==> config.mk <==
export PLATFORM = sky130hd
export DESIGN_NAME = alu_control_seq_flat
export DESIGN_NICKNAME = d
export VERILOG_FILES = /design/src/rtl/alu_control_seq_if.sv /design/src/rtl/alu_control_seq.sv /design/src/flat_wrapper.sv
export SDC_FILE = /design/constraint.sdc
export NUM_CORES = 1
export LEC_CHECK = 0
export ABC_CLOCK_PERIOD_IN_PS = 4380
export CAP_MARGIN = 0
export CORE_UTILIZATION = 50
export CTS_CLUSTER_DIAMETER = 40
export DETAILED_ROUTE_END_ITERATION = 6
export PLACE_DENSITY = 0.83
export SYNTH_ARGS = -nofsm -noshare
export SYNTH_HDL_FRONTEND = slang
export SYNTH_SLANG_ARGS = --single-unit
==> constraint.sdc <==
create_clock -name CLK -period 4.38 [get_ports CLK]
set_clock_uncertainty 0.15 [all_clocks]
set_input_delay 0.657 -clock CLK [delete_from_list [all_inputs] [get_ports CLK]]
set_output_delay 0.657 -clock CLK [all_outputs]
set_load 0.03 [all_outputs]
==> src/rtl/alu_control_seq_if.sv <==
// rtl/alu_control_seq_if.sv - decoder request/response handshake bundle
interface alu_control_seq_if #(
  parameter int CTRL_W = 4,
  parameter int OPC_W  = 11
);
  logic [1:0]        ALUop;
  logic [OPC_W-1:0]  Opcode;
  logic              InValid;
  logic              InReady;
  logic [CTRL_W-1:0] ALUCtrl;
  logic              OutValid;
  logic              OutReady;
  logic              Busy;
  logic              Illegal;

  modport master (
    output ALUop, Opcode, InValid, OutReady,
    input  InReady, ALUCtrl, OutValid, Busy, Illegal
  );

  modport slave (
    input  ALUop, Opcode, InValid, OutReady,
    output InReady, ALUCtrl, OutValid, Busy, Illegal
  );
endinterface

==> src/rtl/alu_control_seq.sv <==
// rtl/alu_control_seq.sv - registered, handshaked LEGv8 ALU control decoder with multi-cycle MUL/UDIV hold
module alu_control_seq #(
  parameter int CTRL_W  = 4,
  parameter int OPC_W   = 11,
  parameter int MUL_LAT = 3,
  parameter int DIV_LAT = 8,
  parameter int CNT_W   = 4
) (
  input logic              CLK,
  input logic              Reset,
  alu_control_seq_if.slave bus
);

  typedef enum logic [1:0] {
    IDLE = 2'd0,
    BUSY = 2'd1,
    HOLD = 2'd2
  } state_t;

  state_t            state_q, state_d;
  logic [CTRL_W-1:0] ctrl_q, ctrl_d;
  logic              illegal_q, illegal_d;
  logic              out_valid_q, out_valid_d;
  logic              busy_q, busy_d;
  logic [CNT_W-1:0]  cnt_q, cnt_d;

  logic [3:0]        dec_code;
  logic              dec_illegal;
  logic              dec_multi;
  logic              dec_is_div;
  logic              in_ready;
  logic              accept;

  always_comb begin
    dec_code    = 4'b1111;
    dec_illegal = 1'b0;
    dec_multi   = 1'b0;
    dec_is_div  = 1'b0;
    case (bus.ALUop)
      2'b00: dec_code = 4'b0010;
      2'b01: dec_code = 4'b0111;
      2'b10: begin
        casez (bus.Opcode)
          11'b10001011000: dec_code = 4'b0010;
          11'b11001011000: dec_code = 4'b0110;
          11'b10001010000: dec_code = 4'b0000;
          11'b10101010000: dec_code = 4'b0001;
          11'b1011001000?: dec_code = 4'b0001;
          11'b11001010000: dec_code = 4'b0101;
          11'b11010011011: dec_code = 4'b0011;
          11'b11010011010: dec_code = 4'b0100;
          11'b10011011000: begin
            dec_code  = 4'b1000;
            dec_multi = 1'b1;
          end
          11'b10011010110: begin
            dec_code   = 4'b1001;
            dec_multi  = 1'b1;
            dec_is_div = 1'b1;
          end
          default: dec_illegal = 1'b1;
        endcase
      end
      default: dec_illegal = 1'b1;
    endcase
  end

  // HOLD forwards the consumer's ready so a draining word and a new one overlap
  assign in_ready = (state_q == IDLE) || ((state_q == HOLD) && bus.OutReady);
  assign accept   = bus.InValid && in_ready;

  always_comb begin
    state_d     = state_q;
    ctrl_d      = ctrl_q;
    illegal_d   = illegal_q;
    out_valid_d = out_valid_q;
    busy_d      = busy_q;
    cnt_d       = cnt_q;
    case (state_q)
      IDLE, HOLD: begin
        if (accept) begin
          ctrl_d    = CTRL_W'(dec_code);
          illegal_d = dec_illegal;
          if (dec_multi) begin
            state_d     = BUSY;
            busy_d      = 1'b1;
            out_valid_d = 1'b0;
            cnt_d       = dec_is_div ? CNT_W'(DIV_LAT - 1) : CNT_W'(MUL_LAT - 1);
          end else begin
            state_d     = HOLD;
            busy_d      = 1'b0;
            out_valid_d = 1'b1;
          end
        end else if ((state_q == HOLD) && bus.OutReady) begin
          state_d     = IDLE;
          out_valid_d = 1'b0;
        end
      end
      BUSY: begin
        if (cnt_q == '0) begin
          state_d     = HOLD;
          busy_d      = 1'b0;
          out_valid_d = 1'b1;
        end else begin
          cnt_d = cnt_q - 1'b1;
        end
      end
      default: begin
        state_d     = IDLE;
        busy_d      = 1'b0;
        out_valid_d = 1'b0;
      end
    endcase
  end

  always_ff @(posedge CLK) begin
    if (Reset) begin
      state_q     <= IDLE;
      ctrl_q      <= '0;
      illegal_q   <= 1'b0;
      out_valid_q <= 1'b0;
      busy_q      <= 1'b0;
      cnt_q       <= '0;
    end else begin
      state_q     <= state_d;
      ctrl_q      <= ctrl_d;
      illegal_q   <= illegal_d;
      out_valid_q <= out_valid_d;
      busy_q      <= busy_d;
      cnt_q       <= cnt_d;
    end
  end

  assign bus.InReady  = in_ready;
  assign bus.ALUCtrl  = ctrl_q;
  assign bus.Illegal  = illegal_q;
  assign bus.OutValid = out_valid_q;
  assign bus.Busy     = busy_q;

endmodule

==> src/flat_wrapper.sv <==
// flat-port wrapper written by rule: the top's interface ports become plain ports
module alu_control_seq_flat 
#(
  parameter int CTRL_W  = 4,
  parameter int OPC_W   = 11,
  parameter int MUL_LAT = 3,
  parameter int DIV_LAT = 8,
  parameter int CNT_W   = 4
)
  (CLK, Reset, bus_ALUop, bus_Opcode, bus_InValid, bus_OutReady, bus_InReady, bus_ALUCtrl, bus_OutValid, bus_Busy, bus_Illegal);
  alu_control_seq_if #(.CTRL_W(CTRL_W), .OPC_W(OPC_W)) bus_i ();
  input logic CLK;
  input logic Reset;
  input wire logic [$bits(bus_i.ALUop)-1:0] bus_ALUop;
  input wire logic [$bits(bus_i.Opcode)-1:0] bus_Opcode;
  input wire logic [$bits(bus_i.InValid)-1:0] bus_InValid;
  input wire logic [$bits(bus_i.OutReady)-1:0] bus_OutReady;
  output wire logic [$bits(bus_i.InReady)-1:0] bus_InReady;
  output wire logic [$bits(bus_i.ALUCtrl)-1:0] bus_ALUCtrl;
  output wire logic [$bits(bus_i.OutValid)-1:0] bus_OutValid;
  output wire logic [$bits(bus_i.Busy)-1:0] bus_Busy;
  output wire logic [$bits(bus_i.Illegal)-1:0] bus_Illegal;
  assign bus_i.ALUop = bus_ALUop;
  assign bus_i.Opcode = bus_Opcode;
  assign bus_i.InValid = bus_InValid;
  assign bus_i.OutReady = bus_OutReady;
  assign bus_InReady = bus_i.InReady;
  assign bus_ALUCtrl = bus_i.ALUCtrl;
  assign bus_OutValid = bus_i.OutValid;
  assign bus_Busy = bus_i.Busy;
  assign bus_Illegal = bus_i.Illegal;
  alu_control_seq #(.CTRL_W(CTRL_W), .OPC_W(OPC_W), .MUL_LAT(MUL_LAT), .DIV_LAT(DIV_LAT), .CNT_W(CNT_W)) u_core (.CLK(CLK), .Reset(Reset), .bus(bus_i));
endmodule
# [Yosys cells after proc, flatten, opt, wreduce, memory -nomap -nowiden]
# Cells that the tools add are included.
# W data, S select, Z words.
[classes] n_reduce_logical=16 mux=27 eq_ne=19 addsub=1
[ops] operator="$eq A11 B11 Y1 const B" count=9
[ops] operator="$pmux W4 S9" count=1
[ops] operator="$mux W1" count=12
[ops] operator="$mux W4" count=3
[ops] operator="$pmux W4 S3" count=1
[ops] operator="$eq A10 B10 Y1 const B" count=1
[ops] operator="$reduce_or A10 Y1" count=1
[ops] operator="$mux W2" count=4
[ops] operator="$pmux W4 S2" count=1
[ops] operator="$reduce_or A2 Y1" count=4
[ops] operator="$ne A2 B1 Y1 const B" count=3
[ops] operator="$pmux W1 S2" count=3
[ops] operator="$reduce_and A2 Y1" count=3
[ops] operator="$eq A2 B1 Y1 const B" count=2
[ops] operator="$eq A2 B2 Y1 const B" count=2
[ops] operator="$logic_not A2 Y1" count=2
[ops] operator="$logic_not A4 Y1" count=1
[ops] operator="$pmux W2 S2" count=1
[ops] operator="$reduce_and A4 Y1" count=1
[ops] operator="$sub A4 B1 Y4 const B" count=1
[ops] operator="$mux W3" count=1
[ops] operator="$ne A3 B1 Y1 const B" count=1
[ops] operator="$logic_and A1 B1 Y1" count=2
[ops] operator="$ne A2 B2 Y1 const B" count=1
[ops] operator="other kinds (2)" count=2
[totals] ff_bits=13 out_inout_bits=8 input_bits=17

# [Logic depth before layout (Yosys ltp)]
# Gate-level depths: netlist of the first run.
[depth] ltp_word=7 mapped_depth=7 ltp_nobuf=7

# [Worst setup path after synthesis of the first run]
# OpenSTA, ideal clock, no wires.
[synth_timing] kind="input port to flip-flop" start="in bus_Opcode[1]" end="reg u_core.out_valid_q, in the netlist u_core.bus.OutValid" arrival_ns=1.875 t_required_ns=4.086 setup_slack_ns=2.211 path_buffers=1 stages=6 setup_time_ns=0.144 path_cell_list="buf_6 or3b_4 a211o_1 or2_1 a21boi_1 a2111oi_0"
[synth_via] elab_chain_cells=7 word_cells_on_any_way=8
[synth_rtl] item="start: declaration" line_no="flat_wrapper.sv:15" source="input wire logic [$bits(bus_i.Opcode)-1:0] bus_Opcode;"
[synth_rtl] item="$eq A11 B11 Y1" line_no="alu_control_seq.sv:43" source="casez (bus.Opcode)"
[synth_rtl] item="$reduce_or A2 Y1 (no source line) *"
[synth_rtl] item="$mux W1 *" line_no="alu_control_seq.sv:43"
[synth_rtl] item="$mux W1 *" line_no="alu_control_seq.sv:39" source="case (bus.ALUop)"
[synth_rtl] item="$mux W1 *" line_no="alu_control_seq.sv:84" source="if (dec_multi) begin"
[synth_rtl] item="$mux W1 *" line_no="alu_control_seq.sv:81" source="if (accept) begin"
[synth_rtl] item="$pmux W1 S2 *" line_no="alu_control_seq.sv:79" source="case (state_q)"
[synth_rtl] item="end signal: assignment" line_no="alu_control_seq.sv:128" source="out_valid_q <= out_valid_d;"
[synth_rtl] item="end: declaration" line_no="alu_control_seq.sv:23" source="logic out_valid_q, out_valid_d;"
# Every way passes the cells marked *; elsewhere a longest branch is shown, timed or not.
# A chain may end at the register's enable or synchronous reset.

# [Worst setup path in the final report of the first run]
[layout_timing] start="in bus_OutReady" end="out bus_InReady"
[layout_via] elab_chain_cells=2
[layout_rtl] item="start: declaration" line_no="flat_wrapper.sv:17" source="input wire logic [$bits(bus_i.OutReady)-1:0] bus_OutReady;"
[layout_rtl] item="$logic_and A1 B1 Y1" line_no="alu_control_seq.sv:69" source="assign in_ready = (state_q == IDLE) || ((state_q == HOLD) && bus.OutReady);"
[layout_rtl] item="$logic_or A1 B1 Y1" line_no="alu_control_seq.sv:69"
[layout_rtl] item="end: declaration" line_no="flat_wrapper.sv:18" source="output wire logic [$bits(bus_i.InReady)-1:0] bus_InReady;"
# Every way passes these cells.

==> flow_summary_export.csv, run 1 <==
group,metric,value,unit
placed_design,post-dp-hpwl,1670,um
critical_path,critPathSlowestCell,"clkdlybuf4s50_1",
critical_path,cp_max_fo,3,
critical_path,reg2reg_to,"u_core.cnt_q[2]",
final_layout,final_net_count,154,
critical_path,crit_top_cell,"clkdlybuf4s50_1",
final_layout,diodes,0,
worst_hold_path,hp-class,"flip-flop to flip-flop",
die,core_area,0.00158,mm2
synthesis,yosys.area.top_type,"dfxtp_1",
detailed_routing,antenna_left,0,
synthesis,async_flop_share,0,%
critical_path,cp_num_buf_inv,2,
synthesis,synthTopCellsByArea,"dfxtp_1 27%, nand2b_1 5.6%, nor2_1 4.6%",
detailed_routing,wl,2160,um
timing,finalSetupTns,0,ps
synthesis,synthCells,110,
clock_tree,postCtsSetupBuffers,0,
timing,finalHoldViolations,0,
detailed_routing,num_vias,925,
worst_hold_path,hold_end,"u_core.bus.Busy",
grt,grtUsageTotal,24.5,%
synthesis,synth_fp_nets,128,
clock_tree,htreeDepth,1,
grt,grt_overflow_total,0,
critical_path,arrival,2010,ps
critical_path,slowest_delay,700,ps
timing,slew_violations,0,
clock_tree,cts_sinks,12,
critical_path,worstPathRequired,3570,ps
synthesis,synth_sequential_area_ratio,27.0,%
synthesis,avgSynthCellArea,8.08,um2
critical_path,rrSetupSlack,2440,ps
final_layout,drive_above_1_share,9.63,%
synthesis,synth_edf_count,0,
synthesis,netlist.area_leader.share,27.0,%
clock_tree,cts-resized-gates,0,
pwr,peakVddDrop,0.186,mV
synthesis,synth.distinct_cells,43,
grt,grt_pass1_vias,834,
clock_tree,cts_made_buffers,3,
timing,finalSetupViolCount,0,
clock_tree,cts_tree,"built",
run_status,outcome,"complete, no violations",
synthesis,ys_ff_latch,12,
timing,slew-limit-headroom,52.3,%
die,die_w,44.2,um
grt,grt_antenna_before_repair,0,
timing,worst_pin_slew,712,ps
die,die_area,0.00195,mm2
detailed_routing,viasPerCell,6.13,
placed_design,port-buffer-count,24,
critical_path,cp_top_family,"buffers and inverters",
synthesis,syn_area,888,um2
worst_hold_path,min_from,"u_core.bus.Busy",
critical_path,r2r_cells,5,
grt,grt_pass1_wl,3570,um
critical_path,path_cells,"clkdlybuf4s50_1 -> nor2b_1 -> nor2_1 -> clkdlybuf4s50_1",
final_layout,syn_to_final_growth,31.3,%
clock_tree,cts_hold_buffers,0,
pwr,p_per_area,234,mW/mm2
timing,max_freq,355,MHz
timing,period_share,64.3,%
detailed_routing,first_iter_violations,36,
die,fp.dieH,44.2,um
synthesis,yosysWarnings,0,
timing,fin_crit,2810,ps
timing,rsz0062_at_grt,"false",
detailed_routing,wl_per_cell,14.3,um
placed_design,place.gp.congestion,0.955,
critical_path,cp-end-kind,"primary output",
detailed_routing,firstDrtPassIters,4,
clock_tree,clk_latency,290,ps
final_layout,seqCellArea,240,um2
worst_hold_path,min_path_cells,2,
final_layout,fill_cells,122,
grt,grt_max_degree,13,
clock_tree,cts_buffer_depth,2,
die,io_pins,25,
critical_path,rr_startpoint,"u_core.bus.OutValid",
pwr,total_power,273,uW
run,cap_viol_max_count,0,
synthesis,ys.flop_type,"dfxtp_1",
clock_tree,path_clk_slew,80,ps
critical_path,path_class,"input port to primary output",
critical_path,cp-start-kind,"input port",
detailed_routing,drc,0,
pwr,p_leak,0.000397,uW
die,start_util,56.3,%
die,rows,14,
clock_tree,cts-root-buf,"clkbuf_4",
final_layout,multi_input_area,614,um2
-- cell type report --
type                    count  area share, %
repair buffers             24           20.6
flip-flops and latches     12           20.6
multi-input cells          91           52.7
clock buffers               4           3.11
well taps                  16           1.72
inverters                   4           1.29
-- metrics by stage --
| stage | setup WS (ps) | hold slack (ps) | area, um2 | util, % | instances |
|---|---|---|---|---|---|
| after floorplan | 2210 | 313 | 888 | - | 110 |
| after global placement | 1580 | 310 | 1130 | 71.7 | 147 |
| after detailed placement | 1550 | 316 | 1130 | 71.7 | 147 |
| after CTS | 1560 | 336 | 1170 | 74.0 | 151 |
| after global routing | 1500 | 356 | 1170 | 74.0 | 151 |
| final | 1570 | 332 | 1170 | 74.0 | 151 |
-- logic make-up (layout without fill, tap and decap cells) --
family | Yosys count | count (layout) | share of synthesized area, %
AOI/OAI and AO/OA | 33 | 33 | 28.9
adders and majority gates | 1 | 1 | 1.41
buffers and inverters | 7 | 32 | 3.80
DFF | 12 | 12 | 27.0
and+or+nand+nor | 57 | 57 | 38.9
-- metal layers --
metal,up-vias,track usage [%],share of wire (%),wire (um)
met3,3,6.12,4.8,103
met4,0,7.27,0.79,17
li1,470,-,-,-
met1,429,29.7,45,975
met2,23,42.6,49,1060
met5,-,0,0,0
-- where the power goes --
group	internal (uW)	switching [uW]	total, uW
Clock	50.7	42.2	92.9
Sequential	113	2.42	116
Combinational	30.8	33.5	64.3
Total	195	78.1	273
-- worst max-delay path by stage --
| stage | startpoint | to | slack, ps | cells after the start |
|---|---|---|---|---|
| 2_1_floorplan | bus_Opcode[1] | u_core.bus.OutValid | 2210 | 6 |
| 5_1_grt | bus_OutReady | bus_InReady | 1500 | 4 |
| 3_3_place_gp | bus_OutReady | bus_InReady | 1580 | 4 |
| 4_1_cts | bus_OutReady | bus_InReady | 1560 | 4 |
| 3_5_place_dp | bus_Opcode[6] | u_core.bus.ALUCtrl[1] | 1550 | 6 |
| 6_report | bus_OutReady | bus_InReady | 1570 | 4 |
-- Yosys cell counts (2+ instances only) --
| library cell | n |
|---|---|
| and3_1 | 2 |
| nand4b_1 | 2 |
| nand3_1 | 3 |
| dfxtp_1 | 12 |
| a2111oi_0 | 2 |
| nor3_1 | 4 |
| o21ai_1 | 4 |
| nor3b_1 | 3 |
| nand4bb_1 | 2 |
| a21oi_1 | 8 |
| nor2b_1 | 2 |
| a211oi_1 | 3 |
| nand2b_1 | 8 |
| nand2_1 | 7 |
| o21ai_0 | 4 |
| clkbuf_1 | 2 |
| inv_1 | 4 |
| nor2_1 | 11 |
| nor4_1 | 3 |
-- worst register-to-register path, cell delays in order, from the launching register on --
cell and delay [ps]:
dfxtp_1 340, nor2b_1 160, nor3b_2 590, o22ai_2 250, o21bai_1 230, a21oi_1 150
-- registers in the layout (all words and copies together), names as in the netlist --
name,flops
u_core.bus.ALUCtrl,4
u_core.cnt_q,4
u_core.bus.Busy,1
u_core.bus.Illegal,1
u_core.bus.OutValid,1
u_core.state_q,1
-- placed cells by master, fill, tap and decap left out, drive strengths merged, types with 2 or more instances in the layout --
cell / netlist / final
nand4bb: 2 / 2
a2111oi: 4 / 4
nand2: 7 / 7
nor4: 3 / 3
and3: 2 / 2
nor3b: 4 / 4
o21ai: 8 / 8
nor2b: 2 / 2
clkdlybuf4s50: 0 / 24
nand3: 3 / 3
o22ai: 2 / 2
nor3: 4 / 4
nand2b: 8 / 8
dfxtp: 12 / 12
clkbuf: 2 / 4
inv: 4 / 4
nand4b: 2 / 2
or3b: 2 / 2
a21oi: 8 / 8
a211oi: 3 / 3
nor2: 12 / 12
Power figures use the tool's default switching activity.
==> run 2: changes to the inputs <==
Settings changed: ABC_CLOCK_PERIOD_IN_PS 4380 to 2500, CORE_UTILIZATION 50 to 42, PLACE_DENSITY 0.83 to 0.74.
Clock period 4.38 ns to 2.5 ns, I/O delays scaled along.
==> run 2 against run 1 <==
  * Sequential cell count stayed put
  * Hold slack worse by 1.7 ps
  * Sequential power increased by 75%
  * Final cell count rose by 11%
  * Largest power group unchanged
  * Die area rose by 18%
  * Sequential share of layout area fell by 0.99 points
  * Global-route usage shrank 1.6 points
  * Combinational power grew 90%
  * First-iteration DRC count down 14%
  * Wire length grew 8.9%
  * Critical path depth stayed put
  * Via count grew 5.4%
  * Critical path type unchanged
==> flow_summary_export.csv, run 2 (same netlist as run 1, synthesis figures left out) <==
group,metric,value,unit
run_status,outcome,"complete, no violations",
detailed_routing,antenna_left,0,
final_layout,final_common_cell,"clkdlybuf4s50_1",
timing,finalHoldViolations,0,
grt,grt_overflow_total,0,
timing,max_freq,440,MHz
final_layout,fill_cells,174,
grt,grt_pass1_vias,844,
critical_path,r2r_cells,7,
timing,rsz0062_at_grt,"false",
detailed_routing,drc,0,
final_layout,final_net_count,160,
worst_hold_path,hold_end,"u_core.bus.Busy",
die,fp.dieH,48.0,um
pwr,p_leak,0.000426,uW
grt,grt_antenna_before_repair,0,
die,io_pins,25,
final_layout,drive_above_1_share,13.5,%
placed_design,place_inst,164,
timing,fin_crit,2270,ps
critical_path,cp-startpoint,"bus_OutReady",
critical_path,cp_max_fo,3,
clock_tree,cts-resized-gates,0,
worst_hold_path,hp-class,"flip-flop to flip-flop",
detailed_routing,wl,2350,um
detailed_routing,viasPerCell,5.80,
pwr,p_per_area,395,mW/mm2
critical_path,arrival,1750,ps
clock_tree,cts_made_buffers,3,
critical_path,rrSetupSlack,700,ps
detailed_routing,firstDrtPassIters,4,
clock_tree,htreeDepth,1,
clock_tree,cts_sinks,12,
die,die_area,0.00230,mm2
placed_design,port-buffer-count,24,
clock_tree,cts-root-buf,"clkbuf_4",
timing,slew_violations,0,
detailed_routing,wl_per_cell,14.0,um
die,core_area,0.00198,mm2
timing,worst_pin_slew,428,ps
critical_path,cp-start-kind,"input port",
detailed_routing,first_iter_violations,31,
final_layout,multi_input_area,614,um2
critical_path,worstPathRequired,1980,ps
detailed_routing,num_vias,975,
timing,period_share,90.9,%
clock_tree,cts_hold_buffers,0,
worst_hold_path,min_path_cells,2,
clock_tree,postCtsSetupBuffers,0,
grt,grt_pass1_wl,3670,um
placed_design,place.gp.congestion,0.916,
grt,grtUsageTotal,23.0,%
clock_tree,cts_tree,"built",
final_layout,instances_no_fill,168,
critical_path,reg2reg_to,"u_core.cnt_q[0]",
die,start_util,44.8,%
clock_tree,clk_latency,280,ps
pwr,peakVddDrop,0.380,mV
critical_path,rr_startpoint,"u_core.cnt_q[0]",
grt,grt_max_degree,13,
critical_path,critPathSlowestCell,"clkdlybuf4s50_1",
clock_tree,path_clk_slew,80,ps
die,die_w,48.0,um
die,rows,16,
critical_path,path_class,"input port to primary output",
timing,finalSetupViolCount,0,
critical_path,crit_top_cell,"clkdlybuf4s50_1",
timing,finalSetupTns,0,ps
critical_path,slowest_delay,700,ps
clock_tree,cts_buffer_depth,2,
final_layout,syn_to_final_growth,37.9,%
final_layout,seqCellArea,240,um2
final_layout,final_cell_mix,"24 x clkdlybuf4s50_1, 12 x dfxtp_1, 11 x nor2_1, 8 x nand2b_1, 8 x a21oi_1",
critical_path,path_cells,"clkdlybuf4s50_1 -> nor2b_1 -> nor2_1 -> clkdlybuf4s50_1",
critical_path,cp-end-kind,"primary output",
timing,slew-limit-headroom,71.4,%
final_layout,diodes,0,
worst_hold_path,min_from,"u_core.bus.Busy",
run,cap_viol_max_count,0,
placed_design,post-dp-hpwl,1830,um
[run 2: cell types whose count changed in the layout (fill, tap and decap cells not counted)]
cell	change
buf_4	+6
[run 2: report_power, final]
group	leakage, uW	switching, uW	total [uW]	internal (uW)
logic	0.000307	61.6	122	60.2
clock network	0.0000210	70.8	160	88.7
registers	0.0000982	4.81	203	198
[run 2: through the flow]
stage	area, um2	hold WS, ps	total power (uW)	setup WS, ps	util, %
global placement	1190	311	327	104	60.0
detailed placement	1190	318	328	37.5	60.0
global route	1220	341	503	145	61.8
floorplan	888	313	265	613	-
finish	1220	331	484	227	61.8
CTS	1220	332	489	204	61.8
[run 2: cell type report]
| class | count | share of cell area, % |
|---|---|---|
| clock buffers | 4 | 2.96 |
| inverters | 4 | 1.23 |
| multi-input cells | 91 | 50.2 |
| flip-flops and latches | 12 | 19.6 |
| repair buffers | 30 | 23.3 |
| well taps | 27 | 2.76 |
[run 2: critical path: cells and delay by family]
| family | cells | cell delay [ps] |
|---|---|---|
| simple gates | 2 | 220 |
| buf+inv | 2 | 1150 |
[run 2: worst max-delay path by stage]
stage,end,cells after the start,slack [ps]
2_1_floorplan,u_core.bus.OutValid,6,610
5_1_grt,bus_InReady,4,140
3_5_place_dp,u_core.bus.ALUCtrl[1],6,40
6_report,bus_InReady,4,230
3_3_place_gp,u_core.bus.ALUCtrl[1],6,100
4_1_cts,bus_InReady,4,200
[run 2: routing by layer]
metal,vias to the layer above,global-route usage [%],routed length [um]
met3,2,7.55,166
met1,450,29.4,1020
met2,38,38.1,1150
met4,0,3.89,10
met5,-,0,0
li1,485,-,-
